--- src/rtl/cubic_mac4_if.sv ---
// Stream bus for cubic_mac4: pixel window in with cubic_table coefficients, one
// interpolated pixel out plus a per-frame clamp counter.
interface cubic_mac4_if #(
    parameter int PIXEL_WIDTH  = 8,
    parameter int COE_WIDTH    = 10,
    parameter int SATCNT_WIDTH = 16
);
    logic                    s_valid;
    logic                    s_sof;
    logic                    s_eol;
    logic [PIXEL_WIDTH-1:0]  s_p0;
    logic [PIXEL_WIDTH-1:0]  s_p1;
    logic [PIXEL_WIDTH-1:0]  s_p2;
    logic [PIXEL_WIDTH-1:0]  s_p3;
    logic [COE_WIDTH-1:0]    f0;
    logic [COE_WIDTH-1:0]    f1;
    logic [COE_WIDTH-1:0]    f2;
    logic [COE_WIDTH-1:0]    f3;
    logic                    m_valid;
    logic                    m_sof;
    logic                    m_eol;
    logic [PIXEL_WIDTH-1:0]  m_pixel;
    logic [SATCNT_WIDTH-1:0] sat_cnt;

    modport master (
        output s_valid, s_sof, s_eol, s_p0, s_p1, s_p2, s_p3, f0, f1, f2, f3,
        input  m_valid, m_sof, m_eol, m_pixel, sat_cnt
    );

    modport slave (
        input  s_valid, s_sof, s_eol, s_p0, s_p1, s_p2, s_p3, f0, f1, f2, f3,
        output m_valid, m_sof, m_eol, m_pixel, sat_cnt
    );
endinterface

--- src/rtl/cubic_mac4.sv ---
// 4-tap cubic interpolation MAC: align pixels with cubic_table coefficients, sum products,
// normalise, clamp. Define CUBIC_MAC4_ROUND_EN for round-half-up instead of floor.
module cubic_mac4 #(
    parameter int PIXEL_WIDTH  = 8,
    parameter int COE_WIDTH    = 10,
    parameter int SATCNT_WIDTH = 16
) (
    input  logic         clk,
    input  logic         rst_n,
    cubic_mac4_if.slave  bus
);
    localparam int PROD_W = PIXEL_WIDTH + COE_WIDTH + 1;
    localparam int PAIR_W = PROD_W + 1;
    localparam int SUM_W  = PROD_W + 2;
    localparam int SHIFT  = COE_WIDTH - 2;

    logic [3:0][PIXEL_WIDTH-1:0] s_p;
    logic [3:0][COE_WIDTH-1:0]   f_in;

    assign s_p  = {bus.s_p3, bus.s_p2, bus.s_p1, bus.s_p0};
    assign f_in = {bus.f3, bus.f2, bus.f1, bus.f0};

    // Stage A: pixels wait one cycle for the table's registered coefficients
    logic                        a_valid_reg, a_sof_reg, a_eol_reg;
    logic [3:0][PIXEL_WIDTH-1:0] a_p_reg;

    always_ff @(posedge clk or negedge rst_n) begin
        if (!rst_n) begin
            a_valid_reg <= 1'b0;
            a_sof_reg   <= 1'b0;
            a_eol_reg   <= 1'b0;
            a_p_reg     <= '0;
        end else begin
            a_valid_reg <= bus.s_valid;
            a_sof_reg   <= bus.s_valid & bus.s_sof;
            a_eol_reg   <= bus.s_valid & bus.s_eol;
            a_p_reg     <= s_p;
        end
    end

    // Stage B: unsigned pixel times signed coefficient, full precision
    logic [3:0][PROD_W-1:0] prod_next;
    logic [3:0][PROD_W-1:0] b_prod_reg;
    logic                   b_valid_reg, b_sof_reg, b_eol_reg;

    for (genvar gi = 0; gi < 4; gi++) begin : g_tap
        logic signed [PROD_W-1:0] p_ext;
        logic signed [PROD_W-1:0] f_ext;
        assign p_ext         = $signed({{(COE_WIDTH + 1){1'b0}}, a_p_reg[gi]});
        assign f_ext         = $signed({{(PIXEL_WIDTH + 1){f_in[gi][COE_WIDTH-1]}}, f_in[gi]});
        assign prod_next[gi] = p_ext * f_ext;
    end

    always_ff @(posedge clk or negedge rst_n) begin
        if (!rst_n) begin
            b_valid_reg <= 1'b0;
            b_sof_reg   <= 1'b0;
            b_eol_reg   <= 1'b0;
            b_prod_reg  <= '0;
        end else begin
            b_valid_reg <= a_valid_reg;
            b_sof_reg   <= a_valid_reg & a_sof_reg;
            b_eol_reg   <= a_valid_reg & a_eol_reg;
            b_prod_reg  <= prod_next;
        end
    end

    // Stages C and D: two-level adder tree, sign-extended one bit per level
    logic signed [PAIR_W-1:0] c_pair0_reg, c_pair1_reg;
    logic                     c_valid_reg, c_sof_reg, c_eol_reg;
    logic signed [SUM_W-1:0]  d_sum_reg;
    logic                     d_valid_reg, d_sof_reg, d_eol_reg;

    always_ff @(posedge clk or negedge rst_n) begin
        if (!rst_n) begin
            c_valid_reg <= 1'b0;
            c_sof_reg   <= 1'b0;
            c_eol_reg   <= 1'b0;
            c_pair0_reg <= '0;
            c_pair1_reg <= '0;
            d_valid_reg <= 1'b0;
            d_sof_reg   <= 1'b0;
            d_eol_reg   <= 1'b0;
            d_sum_reg   <= '0;
        end else begin
            c_valid_reg <= b_valid_reg;
            c_sof_reg   <= b_valid_reg & b_sof_reg;
            c_eol_reg   <= b_valid_reg & b_eol_reg;
            c_pair0_reg <= $signed({b_prod_reg[0][PROD_W-1], b_prod_reg[0]})
                         + $signed({b_prod_reg[1][PROD_W-1], b_prod_reg[1]});
            c_pair1_reg <= $signed({b_prod_reg[2][PROD_W-1], b_prod_reg[2]})
                         + $signed({b_prod_reg[3][PROD_W-1], b_prod_reg[3]});
            d_valid_reg <= c_valid_reg;
            d_sof_reg   <= c_valid_reg & c_sof_reg;
            d_eol_reg   <= c_valid_reg & c_eol_reg;
            d_sum_reg   <= $signed({c_pair0_reg[PAIR_W-1], c_pair0_reg})
                         + $signed({c_pair1_reg[PAIR_W-1], c_pair1_reg});
        end
    end

    // Stage E: normalise by unity gain, then clamp into the pixel range
    logic signed [SUM_W-1:0] rnd_sum;
    logic signed [SUM_W-1:0] shifted;
    logic                    clamp_lo, clamp_hi, clamp;
    logic [PIXEL_WIDTH-1:0]  pix_next;
    logic [SATCNT_WIDTH-1:0] sat_next;
    logic [SATCNT_WIDTH-1:0] sat_cnt_reg;
    logic                    m_valid_reg, m_sof_reg, m_eol_reg;
    logic [PIXEL_WIDTH-1:0]  m_pixel_reg;

`ifdef CUBIC_MAC4_ROUND_EN
    localparam logic signed [SUM_W-1:0] ROUND_ADD = SUM_W'(1) << (COE_WIDTH - 3);
    assign rnd_sum = d_sum_reg + ROUND_ADD;
`else
    assign rnd_sum = d_sum_reg;
`endif

    always_comb begin
        shifted  = rnd_sum >>> SHIFT;
        clamp_lo = shifted[SUM_W-1];
        clamp_hi = !shifted[SUM_W-1] && (|shifted[SUM_W-2:PIXEL_WIDTH]);
        clamp    = clamp_lo | clamp_hi;
        pix_next = shifted[PIXEL_WIDTH-1:0];
        if (clamp_lo) begin
            pix_next = '0;
        end else if (clamp_hi) begin
            pix_next = '1;
        end
        // A frame start restarts the count, including its own clamp
        sat_next = sat_cnt_reg;
        if (d_sof_reg) begin
            sat_next = clamp ? SATCNT_WIDTH'(1) : '0;
        end else if (clamp && !(&sat_cnt_reg)) begin
            sat_next = sat_cnt_reg + SATCNT_WIDTH'(1);
        end
    end

    always_ff @(posedge clk or negedge rst_n) begin
        if (!rst_n) begin
            m_valid_reg <= 1'b0;
            m_sof_reg   <= 1'b0;
            m_eol_reg   <= 1'b0;
            m_pixel_reg <= '0;
            sat_cnt_reg <= '0;
        end else begin
            m_valid_reg <= d_valid_reg;
            m_sof_reg   <= d_valid_reg & d_sof_reg;
            m_eol_reg   <= d_valid_reg & d_eol_reg;
            if (d_valid_reg) begin
                m_pixel_reg <= pix_next;
                sat_cnt_reg <= sat_next;
            end
        end
    end

    assign bus.m_valid = m_valid_reg;
    assign bus.m_sof   = m_sof_reg;
    assign bus.m_eol   = m_eol_reg;
    assign bus.m_pixel = m_pixel_reg;
    assign bus.sat_cnt = sat_cnt_reg;
endmodule

--- src/flat_wrapper.sv ---
// flat-port wrapper written by rule: the top's interface ports become plain ports
module cubic_mac4_flat 
#(
    parameter int PIXEL_WIDTH  = 8,
    parameter int COE_WIDTH    = 10,
    parameter int SATCNT_WIDTH = 16
)
  (clk, rst_n, bus_s_valid, bus_s_sof, bus_s_eol, bus_s_p0, bus_s_p1, bus_s_p2, bus_s_p3, bus_f0, bus_f1, bus_f2, bus_f3, bus_m_valid, bus_m_sof, bus_m_eol, bus_m_pixel, bus_sat_cnt);
  cubic_mac4_if #(.PIXEL_WIDTH(PIXEL_WIDTH), .COE_WIDTH(COE_WIDTH), .SATCNT_WIDTH(SATCNT_WIDTH)) bus_i ();
  input  logic clk;
  input  logic rst_n;
  input wire logic [$bits(bus_i.s_valid)-1:0] bus_s_valid;
  input wire logic [$bits(bus_i.s_sof)-1:0] bus_s_sof;
  input wire logic [$bits(bus_i.s_eol)-1:0] bus_s_eol;
  input wire logic [$bits(bus_i.s_p0)-1:0] bus_s_p0;
  input wire logic [$bits(bus_i.s_p1)-1:0] bus_s_p1;
  input wire logic [$bits(bus_i.s_p2)-1:0] bus_s_p2;
  input wire logic [$bits(bus_i.s_p3)-1:0] bus_s_p3;
  input wire logic [$bits(bus_i.f0)-1:0] bus_f0;
  input wire logic [$bits(bus_i.f1)-1:0] bus_f1;
  input wire logic [$bits(bus_i.f2)-1:0] bus_f2;
  input wire logic [$bits(bus_i.f3)-1:0] bus_f3;
  output wire logic [$bits(bus_i.m_valid)-1:0] bus_m_valid;
  output wire logic [$bits(bus_i.m_sof)-1:0] bus_m_sof;
  output wire logic [$bits(bus_i.m_eol)-1:0] bus_m_eol;
  output wire logic [$bits(bus_i.m_pixel)-1:0] bus_m_pixel;
  output wire logic [$bits(bus_i.sat_cnt)-1:0] bus_sat_cnt;
  assign bus_i.s_valid = bus_s_valid;
  assign bus_i.s_sof = bus_s_sof;
  assign bus_i.s_eol = bus_s_eol;
  assign bus_i.s_p0 = bus_s_p0;
  assign bus_i.s_p1 = bus_s_p1;
  assign bus_i.s_p2 = bus_s_p2;
  assign bus_i.s_p3 = bus_s_p3;
  assign bus_i.f0 = bus_f0;
  assign bus_i.f1 = bus_f1;
  assign bus_i.f2 = bus_f2;
  assign bus_i.f3 = bus_f3;
  assign bus_m_valid = bus_i.m_valid;
  assign bus_m_sof = bus_i.m_sof;
  assign bus_m_eol = bus_i.m_eol;
  assign bus_m_pixel = bus_i.m_pixel;
  assign bus_sat_cnt = bus_i.sat_cnt;
  cubic_mac4 #(.PIXEL_WIDTH(PIXEL_WIDTH), .COE_WIDTH(COE_WIDTH), .SATCNT_WIDTH(SATCNT_WIDTH)) u_core (.clk(clk), .rst_n(rst_n), .bus(bus_i));
endmodule
--- config.mk ---
export PLATFORM = sky130hd
export DESIGN_NAME = cubic_mac4_flat
export DESIGN_NICKNAME = d
export VERILOG_FILES = /design/src/rtl/cubic_mac4_if.sv /design/src/rtl/cubic_mac4.sv /design/src/flat_wrapper.sv
export SDC_FILE = /design/constraint.sdc
export NUM_CORES = 1
export LEC_CHECK = 0
export CAP_MARGIN = 20
export CORE_UTILIZATION = 63
export DETAILED_ROUTE_END_ITERATION = 8
export PLACE_DENSITY = 0.83
export SLEW_MARGIN = 20
export SYNTH_ARGS = -nofsm -noshare
export SYNTH_HDL_FRONTEND = slang
export SYNTH_SLANG_ARGS = --single-unit
--- constraint.sdc ---
create_clock -name clk -period 6.2 [get_ports clk]
set_clock_uncertainty 0.15 [all_clocks]
set_input_delay 0.62 -clock clk [delete_from_list [all_inputs] [get_ports clk]]
set_output_delay 0.62 -clock clk [all_outputs]
set_load 0.01 [all_outputs]
======== Word level (Yosys, flattened, before mapping) ========
Cells that the tools add are included.
word-level totals
  bits in read-only memories .............. 0
  output and inout port bits .............. 27
  memory bits (writable) .................. 0
  word-level logic and storage cells ...... 60
  input bits .............................. 77
  latch bits .............................. 0
  flip-flop bits (word level) ............. 208
  memories ................................ 0
cells by class
  add/sub/neg operators ................... 4
  $lt $le $gt $ge ......................... 0
  div/mod/pow operators ................... 0
  bitwise logic cells ..................... 11
  reductions and logical operators ........ 8
  multipliers ............................. 4
  equal/unequal tests ..................... 0
  muxes and demuxes ....................... 5
  shifts and indexed selects .............. 0
operator list
  operator               number
  $mul 9x10->19          4
  $add 19x19->20         2
  $mux 16                2
  $add 20x20->21         1
  $add 16x1->16 const B  1
  $mux 8                 2
  $reduce_and 16->1      1
  $and 1x1->1            10
  $reduce_or 5->1        1
  $logic_and 1x1->1      2
  $logic_not 1->1        2
  $reduce_and 2->1       1
  $reduce_bool 2->1      1
  $mux 1                 1
  $or 1x1->1             1

======== Logic depth before layout (Yosys ltp) ========
  depth after elaboration ................. 6
  mapped depth ............................ 19
  mapped depth without buffers ............ 18

======== Least setup slack after synthesis ========
OpenSTA, ideal clock, no wires.
  path type ............................... in2reg
  start ................................... in bus_f3[9]
  end ..................................... reg u_core.b_prod_reg[75] (netlist name)
  path buffers ............................ 1
  stages on the path ...................... 15
  arrival time ............................ 4476 ps
  setup slack ............................. 1443 ps
  setup time .............................. 131 ps
  cells stage by stage .................... clkbuf_1 -> nand2_1 -> fa_1 -> inv_1 -> fa_1 -> inv_1 -> fa_1 -> fa_1 -> inv_1 -> ha_1 -> a21o_1 -> a21oi_1 -> o21ai_0 -> a221oi_1 -> xnor2_1
RTL lines
  what                  RTL line            source
  start, declared       flat_wrapper.sv:22  input wire logic [$bits(bus_i.f3)-1:0] bus_f3;
  end signal, assigned  cubic_mac4.sv:64    b_prod_reg <= prod_next;
  end, declared         cubic_mac4.sv:43    logic [3:0][PROD_W-1:0] b_prod_reg;

==> metrics.txt <==
Chip Height 181 um; crit path max fanout 8; Initial Util 64.1%; area of all sequential standard cells 0.00500 mm^2; area occupied by multi-input gates 0.0135 mm^2; clock slew at the register clock pins of the worst setup and hold paths 80 ps; core area 0.0316 mm^2; Leakage 0.0113 uW; number of rows created at floorplan 65; number of buffers added on ports 103; pin count of the biggest net entering global routing 166; min setup slack post-route 964 ps; wire length of the first global-routing pass 70500 um; power per unit of standard cell area 462 mW/mm^2; Skew-Pair Late Insertion Delay 450 ps; # DRC 0; width of the chip 181 um; Rel. slew slack 43.1%; number of resized instances in the post-cts repair step 0; minimum clock period after layout 5240 ps; Global Route Usage Sum 26.5%; setup_tns 0 ps; count of maximum capacitance violations 0; vias in the first global route 15028; Required @ worst endpoint 6410 ps; period utilisation layout 84.4%; first drt pass iteration count 5; Detail Placement HPWL 32200 um; synthesized instance count 2098; root buffer cell sky130_fd_sc_hd__clkbuf_16; post-synthesis sequential element count 200; capturing element type of the critical path flip-flop; clock tree from TritonCTS done; maximum count of clock buffers along a single path 2; Nets 2740; antenna cells 0; post-CTS setup repair buffer count 0; antenna violations before repair 0; Achievable Freq 0.191 GHz; grt total ovfl 0; routed wirelength normalized by instance count 15.4 um; I/O Pins 104; total of warnings raised by yosys 0; number of cells after detailed placement 2569; Top FF cell, synth sky130_fd_sc_hd__dfrtp_1; final count of pins violating max slew 0; outcome complete, no violations; synthesized area per cell 9.67 um^2; Mapped Area 0.0203 mm^2; number of enable-type register cells in the synthesized netlist 0; final hold violation count 0; clock net sink count 200; hold slack 252 ps; type of the worst setup path input port to flip-flop; final instance count without filler cells 2602; filler instances 2311; fin util 70.4%; detailed-route wire length 40000 um; drt initial violations 755; Hold Crit Class flip-flop to flip-flop; area overhead of the layout relative to synthesis 9.81%; flip-flop count of the largest register, all copies and words added 76; TritonCTS buffer count 17; number of failing setup endpoints in the final timing report 0; crit start category input port; sequential-to-total area share from yosys stat 24.7%; share of async-settable or async-resettable flops after synthesis 100%; RSZ-0062 raised after global routing false; count of cell types in the netlist 65; Max VDD drop 317 uV; slew at the pin closest to its max-slew limit 854 ps; fraction of final layout cells sized beyond drive strength 1 2.50%; die footprint 0.0329 mm^2; total via count after detailed routing 14050; remaining antenna violation count 0; Post-Synthesis Net Count 2651; RePlAce Congestion 0.874; pre-CTS setup slack 648 ps; vias per inst 5.40; level count of the clock H-tree 4; arrival time at the worst endpoint 5440 ps
-- metrics by stage --
stage / total power (uW) / cell area [um^2]
after floorplan: 7480 / 20300
after global placement: 8800 / 21700
after detailed placement: 9110 / 21700
after CTS: 10300 / 22300
after global routing: 11300 / 22300
final: 10300 / 22300
-- cells in the mapped netlist, types with 2 or more instances --
master / n / area share, %
sky130_fd_sc_hd__o211a_1: 2 / 0.099
sky130_fd_sc_hd__clkbuf_1: 31 / 0.57
sky130_fd_sc_hd__inv_1: 453 / 8.4
sky130_fd_sc_hd__o31a_1: 5 / 0.22
sky130_fd_sc_hd__a22oi_1: 3 / 0.11
sky130_fd_sc_hd__o22ai_1: 2 / 0.062
sky130_fd_sc_hd__o21bai_1: 9 / 0.33
sky130_fd_sc_hd__o21ai_0: 49 / 1.2
sky130_fd_sc_hd__nor2b_1: 14 / 0.43
sky130_fd_sc_hd__dfrtp_1: 200 / 25
sky130_fd_sc_hd__o211ai_1: 9 / 0.33
sky130_fd_sc_hd__or3_1: 5 / 0.15
sky130_fd_sc_hd__and4_1: 4 / 0.17
sky130_fd_sc_hd__buf_1: 2 / 0.037
sky130_fd_sc_hd__and2_1: 175 / 5.4
sky130_fd_sc_hd__a221oi_1: 2 / 0.086
sky130_fd_sc_hd__nor4_1: 2 / 0.062
sky130_fd_sc_hd__ha_1: 210 / 13
sky130_fd_sc_hd__a21oi_1: 79 / 1.9
sky130_fd_sc_hd__nand2_1: 200 / 3.7
sky130_fd_sc_hd__o31ai_1: 5 / 0.19
sky130_fd_sc_hd__fa_1: 266 / 26
sky130_fd_sc_hd__a21boi_0: 3 / 0.11
sky130_fd_sc_hd__nand2b_1: 5 / 0.15
sky130_fd_sc_hd__a211oi_1: 12 / 0.44
sky130_fd_sc_hd__nor2_1: 90 / 1.7
sky130_fd_sc_hd__buf_2: 2 / 0.049
sky130_fd_sc_hd__xnor2_1: 82 / 3.5
sky130_fd_sc_hd__nor3_1: 14 / 0.35
sky130_fd_sc_hd__a211o_1: 3 / 0.13
sky130_fd_sc_hd__nand4_1: 13 / 0.40
sky130_fd_sc_hd__o21a_1: 17 / 0.63
sky130_fd_sc_hd__and3_1: 8 / 0.25
sky130_fd_sc_hd__a31oi_1: 2 / 0.062
sky130_fd_sc_hd__nand3_1: 15 / 0.37
sky130_fd_sc_hd__mux2_2: 8 / 0.44
sky130_fd_sc_hd__xor2_1: 34 / 1.5
sky130_fd_sc_hd__a21o_1: 36 / 1.3
-- area by class of cell --
| class | instances | area share [%] |
|---|---|---|
| repair buffers | 105 | 4.78 |
| well taps | 402 | 2.26 |
| multi-input cells | 1410 | 60.4 |
| clock inverters | 14 | 0.528 |
| inverters | 453 | 7.63 |
| flip-flops and latches | 200 | 22.5 |
| clock buffers | 18 | 1.97 |
-- final timing paths --
| check | startpoint | end | slack [ps] | cells after the start |
|---|---|---|---|---|
| setup / recovery | bus_f2[7] | u_core.b_prod_reg[55] | 960 | 17 |
| hold / removal | u_core.c_valid_reg | u_core.d_valid_reg | 250 | 0 |
| setup reg to reg | u_core.a_p_reg[8] | u_core.b_prod_reg[36] | 1180 | 16 |
| hold reg to reg | u_core.c_valid_reg | u_core.d_valid_reg | 250 | 0 |
| max in group asynchronous | rst_n | u_core.b_prod_reg[17] | 4240 | 3 |
| min in group asynchronous | rst_n | u_core.a_p_reg[20] | 510 | 2 |
-- layout by cell type (no fill, tap or decap), drive strengths merged, types with 4 or more instances in the layout --
master / netlist / final
o31ai: 5 / 5
and2: 175 / 175
or3: 6 / 6
and3: 8 / 8
o21a: 17 / 17
o21ai: 51 / 51
and4: 4 / 4
nor2: 91 / 91
nor3: 14 / 14
a21o: 37 / 37
inv: 453 / 457
nand4: 13 / 13
xnor2: 82 / 82
a211oi: 13 / 13
mux2: 8 / 8
fa: 266 / 266
ha: 210 / 210
o21bai: 9 / 9
a21oi: 79 / 79
xor2: 34 / 34
nand2: 200 / 200
nand2b: 5 / 5
o211ai: 9 / 9
clkinv: 0 / 7
clkdlybuf4s50: 0 / 102
dfrtp: 200 / 200
nor2b: 14 / 14
nand3: 15 / 15
clkbuf: 31 / 19
o31a: 5 / 5
-- routing by layer --
layer,vias to the layer above,GRT usage [%],wire length [um]
met3,63,3.77,1880
met1,6921,36.7,18300
met5,-,0,0
li1,6670,-,-
met2,396,44.5,19100
met4,0,6.03,669
-- worst max-delay path, cell delays in order --
cell and delay (ps):
sky130_fd_sc_hd__clkdlybuf4s50_1 650, sky130_fd_sc_hd__nand2_1 140, sky130_fd_sc_hd__fa_1 540, sky130_fd_sc_hd__inv_1 50, sky130_fd_sc_hd__fa_1 510, sky130_fd_sc_hd__inv_1 70, sky130_fd_sc_hd__fa_1 510, sky130_fd_sc_hd__fa_1 560
sky130_fd_sc_hd__inv_1 50, sky130_fd_sc_hd__ha_1 320, sky130_fd_sc_hd__o21ai_0 140, sky130_fd_sc_hd__o21ai_0 270, sky130_fd_sc_hd__a21oi_1 120, sky130_fd_sc_hd__o21ai_0 270, sky130_fd_sc_hd__o21ai_0 170, sky130_fd_sc_hd__o21ai_0 250
sky130_fd_sc_hd__xor2_1 200
-- kinds of logic after synthesis --
logic type	count (synthesis)	share of synthesized area, %
AO/OA/AOI/OAI	254	8.10
XOR/XNOR	116	5.01
AND/OR/NAND/NOR	555	13.5
flip-flops	200	24.7
adder cells (fa/ha/maj)	476	39.2
multiplexers	9	0.493
buffers and inverters	488	9.04
-- report_power, final --
part	switching [uW]	leakage, uW	internal (uW)
Clock	543	0.000268	534
Combinational	3910	0.00870	3160
Sequential	271	0.00238	1870
Total	4720	0.0113	5560
-- timing repair --
item                                    in CTS  in global routing
endpoints found under the hold margin       35                  0
hold buffers                                 1                  0
endpoints found under the setup margin       0                  0
(Power assumes the default switching activity.)
